$ cat config.mk
export PLATFORM = sky130hd
export DESIGN_NAME = ram_rw_arbiter
export DESIGN_NICKNAME = d
export VERILOG_FILES = /design/src/rtl/ram_rw_arbiter.sv
export SDC_FILE = /design/constraint.sdc
export NUM_CORES = 1
export LEC_CHECK = 0
export ABC_AREA = 1
export CORE_AREA = 2 2 74 48
export CTS_CLUSTER_DIAMETER = 40
export DETAILED_ROUTE_END_ITERATION = 10
export DIE_AREA = 0 0 76 50
export PLACE_DENSITY = 0.8
export SLEW_MARGIN = 20
export SYNTH_ARGS = -nofsm -noshare
export SYNTH_HDL_FRONTEND = slang
export SYNTH_SLANG_ARGS = --single-unit
$ cat constraint.sdc
create_clock -name clk -period 2.7 [get_ports clk]
set_input_delay 0.405 -clock clk [delete_from_list [all_inputs] [get_ports clk]]
set_output_delay 0.405 -clock clk [all_outputs]
set_load 0.03 [all_outputs]
$ cat src/rtl/ram_rw_arbiter.sv
// Arbitrates one write and one read requester onto a single-port synchronous RAM.
// Bursts are bounded by MAX_BURST while the other side waits; reads return two cycles after accept.
module ram_rw_arbiter #(
    parameter int ADDR_WIDTH = 8,
    parameter int DATA_WIDTH = 8,
    parameter int MAX_BURST  = 4
) (
    input  logic                  clk,
    input  logic                  rstn,
    input  logic                  w_valid,
    input  logic [ADDR_WIDTH-1:0] w_addr,
    input  logic [DATA_WIDTH-1:0] w_data,
    output logic                  w_ready,
    input  logic                  r_valid,
    input  logic [ADDR_WIDTH-1:0] r_addr,
    output logic                  r_ready,
    output logic                  r_rvalid,
    output logic [DATA_WIDTH-1:0] r_rdata,
    output logic                  ram_en,
    output logic                  ram_we,
    output logic [ADDR_WIDTH-1:0] ram_addr,
    output logic [DATA_WIDTH-1:0] ram_wdata,
    input  logic [DATA_WIDTH-1:0] ram_rdata
);

    typedef enum logic {
        OWN_W = 1'b0,
        OWN_R = 1'b1
    } owner_t;

    localparam logic [3:0] BURST_LIMIT = 4'(MAX_BURST);

    owner_t     owner;
    owner_t     acc_owner;
    logic [3:0] burst_cnt;
    logic       grant_w;
    logic       grant_r;
    logic       rd_pend;

    // NOTE: every signal written in always_comb gets a default first so no latch is inferred.
    always_comb begin
        grant_w   = 1'b0;
        grant_r   = 1'b0;
        if (rstn) begin
            if (w_valid && r_valid) begin
                if (burst_cnt == BURST_LIMIT) begin
                    grant_w = (owner == OWN_R);
                end else begin
                    grant_w = (owner == OWN_W);
                end
                grant_r = !grant_w;
            end else begin
                grant_w = w_valid;
                grant_r = r_valid;
            end
        end
        acc_owner = grant_r ? OWN_R : OWN_W;
    end

    assign w_ready = grant_w;
    assign r_ready = grant_r;

    // NOTE: sequential state uses non-blocking assignments so all registers update from pre-edge values.
    always_ff @(posedge clk) begin
        if (!rstn) begin
            owner     <= OWN_W;
            burst_cnt <= '0;
            ram_en    <= 1'b0;
            ram_we    <= 1'b0;
            ram_addr  <= '0;
            ram_wdata <= '0;
            rd_pend   <= 1'b0;
            r_rvalid  <= 1'b0;
        end else begin
            if (grant_w || grant_r) begin
                if (acc_owner == owner) begin
                    burst_cnt <= (burst_cnt >= BURST_LIMIT) ? BURST_LIMIT : burst_cnt + 4'd1;
                end else begin
                    owner     <= acc_owner;
                    burst_cnt <= 4'd1;
                end
            end else begin
                burst_cnt <= '0;
            end

            ram_en <= grant_w || grant_r;
            ram_we <= grant_w;
            if (grant_w) begin
                ram_addr  <= w_addr;
                ram_wdata <= w_data;
            end else if (grant_r) begin
                ram_addr  <= r_addr;
            end

            rd_pend  <= grant_r;
            r_rvalid <= rd_pend;
        end
    end

    // The RAM presents read data in the cycle after the strobe, so it is passed straight through
    // while r_rvalid is high; zero otherwise, which also covers the reset value.
    assign r_rdata = r_rvalid ? ram_rdata : '0;

endmodule

==> impl_results.md, run 1 <==
- Status: finished clean
- Internal Power: 0.627 mW
- Distinct cells, synth: 21
- Antenna violations before repair: 0
- Period utilisation layout: 79.0%
- Hold Buf Count CTS: 0
- # setup viols final: 0
- Final HPWL from detailed placement: 2.18 mm
- Vias in the first global route: 1092
- Synthesized netlist cell count: 174
- H-tree Lvls: 1
- Vias per cell: 4.31
- Worst setup margin: 0.568 ns
- Die area: 3800 sq um
- Initial Util: 39.1%
- Fmax: 469 MHz
- Port Buf Inserts: 64
- Area leader, netlist: dfxtp_1
- Worst Tran Pin Value: 0.565 ns
- Max VDD drop: 0.272 mV
- Chip width: 76 um
- Top-level port count: 65
- Nets: 276
- Worst min-delay path class: reg2reg
- Layout cells sized above 1: 6.33%
- Leading cell types in the layout, fill and taps excluded: clkdlybuf4s50_1 (62), nand2_1 (51), inv_1 (38), nand3_1 (27), dfxtp_1 (25)
- Antenna Nets Post-Route: 0
- CTS Buf Count: 3
- DR WL/cell: 9.90 um
- Synth warn: 0
- Seq pwr share: 46.5%
- Worst path cell trace: inv_1, ha_1, nand2_1, nor2_2, nand2_2, nand2_2, nand2_4, nand2_8, inv_2, buf_4
- RD Place Congestion: 0.776
- Unrepaired setup endpoints after global routing: no
- Commonest non-fill, non-tap cell in the layout: clkdlybuf4s50_1
- Logic pwr share: 29.3%
- CTS tree: built
- First-pass GRT wire length: 4.82 mm
- P_sw: 0.267 mW
- Cell Area, Synth: 1210 sq um
- Syn_area_per_cell: 6.98 sq um
- Max transition margin: 62.2%
- Total grt overflow: 0
- Clk_skew: 0.00303 ns
- Slowest stage delay, CP: 0.34 ns
- Root Driver: clkbuf_8
- Crit path DAT: 1.73 ns
- CTS resizes: 0
- CP endpoint kind: primary output
- Max-cap violations: 0
- Post-Syn Nets: 212
- PD cells: 469 nW/um^2
- Clock Latency Late Sink: 0.26 ns
- Final setup TNS: 0 ns
- Largest net degree at the start of global routing: 21
- Switching fraction of total power: 29.8%
- Min Tclk post-route: 2.13 ns
- Post-synthesis sequential area ratio: 41.2%
- Post-Route WL: 2.79 mm
- Placement row count: 16
- ANT cells: 0
- Total GRT Usage: 15.5%
- WS Path Type: reg2out
- Crit path launch type: flip-flop
- Final Hold Vio Count: 0
- Longest Clk Path Bufs: 2
- CP Max Fanout: 19
- CP dominant cell by count: nand2_2
- Top Family by Delay on Critical Path: simple AND/OR/NAND/NOR gates
- Slowest cell on the critical path: dfxtp_1
- Number of setup buffers added after CTS: 0
- Fillers: 279
- Synth top area cells: dfxtp_1 (41%), nand2_1 (16%), inv_1 (12%)
- Max Slew Vio Count: 0
- CTS Sinks: 25
- Chip height: 50 um
- Core area: 3100 sq um
- Initial DRC count: 26
- Synth top area share: 41.2%
- DRC errors left: 0
- Vias: 1216
- Yosys reg bits: 25
- Worst path bufs/invs: 3
- TritonRoute pass-1 iters: 6
- Setup WS pre-CTS: 0.629 ns
- Clk pwr share: 24.2%
- Pleak: 1.02 nW
- Synthesis-to-finish area growth: 57.1%
- Worst EP required: 2.30 ns
- Worst-path clk slew: 0.08 ns
synthesized netlist by cell type:
library cell   n
nand2_2        2
ha_1           2
inv_2          1
nand2_1       51
conb_1         1
nand3_1       27
bufinv_8       1
o211ai_1       1
clkbuf_1       2
nand2_4        1
nand4_1        1
nand2_8        1
clkbuf_8       1
inv_1         38
o21ai_0        8
nor2_1         5
dfxtp_1       25
nand3_2        2
buf_2          2
buf_12         1
nor2_2         1
tightest hold or removal path, delay by kind of cell (launching register included):
kind	cells	cell delay [ns]
flops	1	0.32
buf+inv	1	0.04
simple gates	1	0.05
layout make-up:
| type | count | area [sq um] | area share (%) |
|---|---|---|---|
| timing repair buffer | 65 | 643 | 33.7 |
| sequential | 25 | 500 | 26.2 |
| multi-input combinational | 103 | 498 | 26.1 |
| inverter | 40 | 164 | 8.60 |
| tap | 45 | 56.3 | 2.95 |
| clock buffer | 4 | 45.0 | 2.36 |
logic make-up after synthesis:
family	synth area share, %
AO/OA/AOI/OAI	3.92
adder cells (fa/ha/maj)	2.06
buffers and inverters	17.7
flip-flops	41.2
other	0.309
AND/OR/NAND/NOR	34.7
sequential cells by signal, summed over array words and instances (netlist names):
signal	cells
owner	1
ram_en	1
burst_cnt	4
ram_we	1
ram_wdata	8
rd_pend	1
r_rvalid	1
ram_addr	8
per-layer routing:
metal  track usage [%]  share of wire (%)
met3              6.23                 10
met2              26.0                 40
met1              19.8                 50
met4              1.21               0.14
met5                 0                  0
path summary, 6_finish.rpt:
check,endpoint,start,slack (ns),depth (start not counted)
worst max-delay path,w_ready,burst_cnt[0],0.57,10
worst min-delay path,r_rvalid,rd_pend,0.42,2
worst max register to register,ram_addr[3],burst_cnt[0],1.20,12
worst min register to register,r_rvalid,rd_pend,0.42,2
power by group through the flow:
stage | Clock [mW] | Combinational (mW) | Sequential, mW
floorplan | 0 | 0.103 | 0.467
global placement | 0 | 0.260 | 0.424
detailed placement | 0 | 0.263 | 0.424
global route | 0.239 | 0.286 | 0.420
finish | 0.217 | 0.262 | 0.416
CTS | 0.223 | 0.264 | 0.416
stage by stage:
stage          area [sq um]  power [mW]  utilization, %  hold slack [ns]  instances
4_1_cts                1910       0.903            61.5            0.425        282
2_1_floorplan          1210       0.570               -            0.390        174
3_5_place_dp           1860       0.687            60.0            0.407        278
6_report               1910       0.894            61.5            0.421        282
3_3_place_gp           1860       0.684            60.0            0.395        278
5_1_grt                1910       0.945            61.5            0.435        282
No activity file was read; power rests on OpenSTA's default activity.
==> run 2, diff against run 1 <==
--- a/config.mk
+++ b/config.mk
@@ -6,11 +6,11 @@
 export NUM_CORES = 1
 export LEC_CHECK = 0
 export ABC_AREA = 1
-export CORE_AREA = 2 2 74 48
+export CORE_AREA = 2 2 76 49
 export CTS_CLUSTER_DIAMETER = 40
 export DETAILED_ROUTE_END_ITERATION = 10
-export DIE_AREA = 0 0 76 50
-export PLACE_DENSITY = 0.8
+export DIE_AREA = 0 0 78 51
+export PLACE_DENSITY = 0.77
 export SLEW_MARGIN = 20
 export SYNTH_ARGS = -nofsm -noshare
 export SYNTH_HDL_FRONTEND = slang
==> constraint.sdc (replaced) <==
create_clock -name clk -period 2.2 [get_ports clk]
set_input_delay 0.33 -clock clk [delete_from_list [all_inputs] [get_ports clk]]
set_output_delay 0.33 -clock clk [all_outputs]
set_load 0.03 [all_outputs]
==> impl_results.md, run 2 (synthesis gave the netlist of run 1 again) <==
- Status: finished clean
- CP Max Fanout: 19
- RD Place Congestion: 0.782
- Initial DRC count: 17
- Period utilisation layout: 93.5%
- Chip height: 51 um
- Commonest non-fill, non-tap cell in the layout: clkdlybuf4s50_1
- CTS resizes: 0
- Final HPWL from detailed placement: 2.13 mm
- Worst setup margin: 0.143 ns
- Post-layout util: 56.1%
- Cells on worst reg2reg path: 12
- Antenna Nets Post-Route: 0
- Clock Latency Late Sink: 0.26 ns
- Fillers: 336
- Vias per cell: 4.27
- DR WL/cell: 9.57 um
- Post-Route WL: 2.72 mm
- Root Driver: clkbuf_8
- ANT cells: 0
- Unrepaired setup endpoints after global routing: no
- Fmax: 486 MHz
- CTS Sinks: 25
- Worst Hold Path EP: r_rvalid
- Post-Place Cells: 280
- CTS Buf Count: 3
- RR Endpoint: ram_addr[2]
- Worst Hold Launch: rd_pend
- First-pass GRT wire length: 4.55 mm
- Chip width: 78 um
- Max VDD drop: 0.313 mV
- Total power: 1.10 mW
- Hold Buf Count CTS: 0
- Max transition margin: 63.1%
- Max-cap violations: 0
- Final Hold Vio Count: 0
- Number of setup buffers added after CTS: 0
- Longest Clk Path Bufs: 2
- Vias: 1212
- Leading cell types in the layout, fill and taps excluded: clkdlybuf4s50_1 (62), nand2_1 (51), inv_1 (38), nand3_1 (27), dfxtp_1 (25)
- Core area: 3400 sq um
- Setup WS pre-CTS: 0.218 ns
- Clk_skew: 0.00359 ns
- Finished Layout Cells: 284
- Worst min-delay path class: reg2reg
- Die area: 3980 sq um
- Crit path DAT: 1.73 ns
- Vias in the first global route: 1084
- H-tree Lvls: 1
- Synthesis-to-finish area growth: 57.4%
- Placement row count: 17
- Worst EP required: 1.87 ns
- TritonRoute pass-1 iters: 4
- Biggest regs: ram_addr x8, ram_wdata x8, burst_cnt x4
- # setup viols final: 0
- CTS tree: built
- Total GRT Usage: 14.4%
- Total grt overflow: 0
- Largest net degree at the start of global routing: 21
- Worst Tran Pin Value: 0.552 ns
- Nets: 276
- CP endpoint kind: primary output
- Area of the multi-input gates: 498 sq um
- Hold Crit Depth: 2
- Initial Util: 35.7%
- WS Path Type: reg2out
- Final setup TNS: 0 ns
- Min Tclk post-route: 2.06 ns
- Reg2reg setup slack: 0.71 ns
- Crit path launch type: flip-flop
- Worst-path clk slew: 0.08 ns
- Max Slew Vio Count: 0
- PD cells: 573 nW/um^2
- Reg2reg start: burst_cnt[0]
- Port Buf Inserts: 64
- Pleak: 1.02 nW
- Antenna violations before repair: 0
- Top-level port count: 65
- Reg area: 500 sq um
- Layout cells sized above 1: 6.75%
- DRC errors left: 0
-- run 2: cell types whose count changed in the layout (fill, tap and decap cells not counted), sizes merged --
cell / delta
clkbuf: -1
clkinv: +1
-- run 2: power breakdown --
group	leakage (nW)	internal, mW	switching, mW	total [mW]
logic	0.788	0.152	0.171	0.322
clock network	0.0255	0.126	0.137	0.264
registers	0.207	0.489	0.0200	0.509
-- run 2: final cells by class --
cell class,instances,share of cell area (%)
Tap cell,47,3.08
Clock inverter,1,0.262
Sequential cell,25,26.2
Inverter,40,8.58
Timing Repair Buffer,65,33.7
Clock buffer,3,2.16
Multi-Input combinational cell,103,26.1
-- run 2: routing by layer --
| metal | vias up | part of all wire [%] | GRT usage (%) |
|---|---|---|---|
| met3 | 2 | 13 | 8.83 |
| met1 | 517 | 46 | 16.2 |
| met2 | 48 | 41 | 24.3 |
| met4 | 0 | 0.15 | 1.75 |
| met5 | - | 0 | 0 |
| li1 | 645 | - | - |
-- run 2: how the worst max path moves through the flow --
stage,slack (ns),to,from,depth (start not counted)
2_1_floorplan,0.70,w_ready,burst_cnt[0],9
3_3_place_gp,0.26,w_ready,w_valid,6
3_5_place_dp,0.22,ram_addr[2],rstn,7
4_1_cts,0.12,w_ready,burst_cnt[0],10
5_1_grt,0.004,w_ready,burst_cnt[0],10
6_report,0.14,w_ready,burst_cnt[0],10
-- run 2: worst max-delay path: stages, from the launching register on --
cell and delay, ns:
dfxtp_1 0.34, inv_1 0.06, ha_1 0.20, nand2_1 0.08, nor2_2 0.05, nand2_2 0.07
nand2_2 0.06, nand2_4 0.13, nand2_8 0.13, inv_2 0.16, buf_4 0.18
-- run 2: metrics by stage --
| step | area (sq um) | hold WS, ns |
|---|---|---|
| global placement | 1860 | 0.396 |
| CTS | 1910 | 0.430 |
| finish | 1910 | 0.422 |
| global route | 1910 | 0.443 |
| detailed placement | 1860 | 0.409 |
| floorplan | 1210 | 0.390 |
==> run 3, diff against run 2 <==
--- a/config.mk
+++ b/config.mk
@@ -6,11 +6,11 @@
 export NUM_CORES = 1
 export LEC_CHECK = 0
 export ABC_AREA = 1
-export CORE_AREA = 2 2 76 49
+export CORE_AREA = 2 2 54 69
 export CTS_CLUSTER_DIAMETER = 40
 export DETAILED_ROUTE_END_ITERATION = 10
-export DIE_AREA = 0 0 78 51
-export PLACE_DENSITY = 0.77
+export DIE_AREA = 0 0 56 71
+export PLACE_DENSITY = 0.76
 export SLEW_MARGIN = 20
 export SYNTH_ARGS = -nofsm -noshare
 export SYNTH_HDL_FRONTEND = slang
==> impl_results.md, run 3 (synthesis gave the netlist of run 1 again) <==
- Final HPWL from detailed placement: 2.12 mm
- Post-Route WL: 2.75 mm
- Metal2 WL: 1.31 mm
- Hold Buf Count CTS: 0
- PD cells: 582 nW/um^2
- Antenna Nets Post-Route: 0
- Antenna violations before repair: 0
- Final Cell Area: 1910 sq um
- M1 WL: 1.20 mm
- Setup WS pre-CTS: 0.266 ns
- Chip width: 56 um
- ANT cells: 0
- Chip height: 71 um
- Root Driver: clkbuf_8
- Synthesis-to-finish area growth: 57.6%
- Core area: 3360 sq um
- WS Path Type: reg2out
- Max VDD drop: 0.328 mV
- Worst setup margin: 0.187 ns
- DRC errors left: 0
- TritonRoute pass-1 iters: 4
- CTS Buf Count: 3
- CP endpoint kind: primary output
- Longest Clk Path Bufs: 2
- Number of setup buffers added after CTS: 0
- Vias per cell: 4.47
- # setup viols final: 0
- Worst-path clk slew: 0.09 ns
- Biggest regs: ram_addr x8, ram_wdata x8, burst_cnt x4
- Total grt overflow: 0
- CTS tree: built
- CTS Sinks: 25
- Worst min-delay path class: reg2reg
- Crit path launch type: flip-flop
- Min Tclk post-route: 2.01 ns
- Initial Util: 36.1%
- Logic pwr share: 29.2%
- Unrepaired setup endpoints after global routing: no
- Clock Latency Late Sink: 0.27 ns
- Fmax: 497 MHz
- Status: finished clean
- Switching fraction of total power: 30.7%
- Seq pwr share: 45.7%
- Clk_skew: 0.00516 ns
- Met3 WL: 233 um
- Total GRT Usage: 14.2%
- Initial DRC count: 43
- Clk pwr share: 25.1%
- Vias in the first global route: 1112
- Worst EP required: 1.87 ns
- First-pass GRT wire length: 4.65 mm
- Crit path DAT: 1.68 ns
- Pleak: 1.02 nW
- Layout cells sized above 1: 7.14%
- H-tree Lvls: 1
- Max-cap violations: 0
- CTS resizes: 0
- Commonest non-fill, non-tap cell in the layout: clkdlybuf4s50_1
- DR WL/cell: 9.94 um
- Nets: 277
- Top-level port count: 65
- Largest net degree at the start of global routing: 21
- Final Hold Vio Count: 0
- Max Slew Vio Count: 0
- Leading cell types in the layout, fill and taps excluded: clkdlybuf4s50_1 (62), nand2_1 (51), inv_1 (38), nand3_1 (27), dfxtp_1 (25)
- Post-layout util: 56.9%
- Placed Area: 1860 sq um
- Vias: 1237
- Placement row count: 24
- Period utilisation layout: 91.5%
- Port Buf Inserts: 64
- Internal Power: 0.772 mW
- Die area: 3980 sq um
- DR top layer: met4
- Final setup TNS: 0 ns
- RD Place Congestion: 0.684
- CP Max Fanout: 19
- P_sw: 0.342 mW
-- run 3: cell type report --
type	instances	area (sq um)
inverter	40	166
multi-input combinational	103	498
tap	39	48.8
clock inverter	1	7.51
fill	320	1450
timing repair buffer	66	651
sequential	25	500
clock buffer	3	41.3
-- run 3: final timing paths --
path / startpoint / endpoint / slack [ns] / cells after the start
worst max-delay path: burst_cnt[0] / w_ready / 0.19 / 10
worst min-delay path: rd_pend / r_rvalid / 0.42 / 2
worst max register to register: burst_cnt[0] / ram_addr[0] / 0.72 / 12
worst min register to register: rd_pend / r_rvalid / 0.42 / 2
-- run 3: critical path, cell delays in order (launching register included) --
cell     delay (ns)
dfxtp_1        0.32
inv_1          0.07
ha_1           0.18
nand2_1        0.07
nor2_2         0.13
nand2_2        0.08
nand2_2        0.08
nand2_4        0.10
nand2_8        0.15
inv_4          0.07
buf_4          0.17
-- run 3: power groups by stage --
stage | clock network [mW] | logic, mW | registers (mW)
finish | 0.280 | 0.325 | 0.509
global route | 0.300 | 0.354 | 0.514
CTS | 0.285 | 0.327 | 0.509
detailed placement | 0 | 0.325 | 0.520
global placement | 0 | 0.320 | 0.519
floorplan | 0 | 0.127 | 0.573
-- run 3: stage by stage --
stage | cells | hold slack, ns | power (mW)
after floorplan | 174 | 0.390 | 0.700
after global placement | 273 | 0.393 | 0.840
after detailed placement | 273 | 0.402 | 0.844
after CTS | 277 | 0.424 | 1.12
after global routing | 277 | 0.453 | 1.17
final | 277 | 0.421 | 1.11
-- run 3: layer usage --
metal / global-route usage [%] / vias to the layer above
met4: 3.97 / 0
met2: 25.6 / 51
li1: - / 644
met5: 0 / -
met1: 16.7 / 540
met3: 3.47 / 2
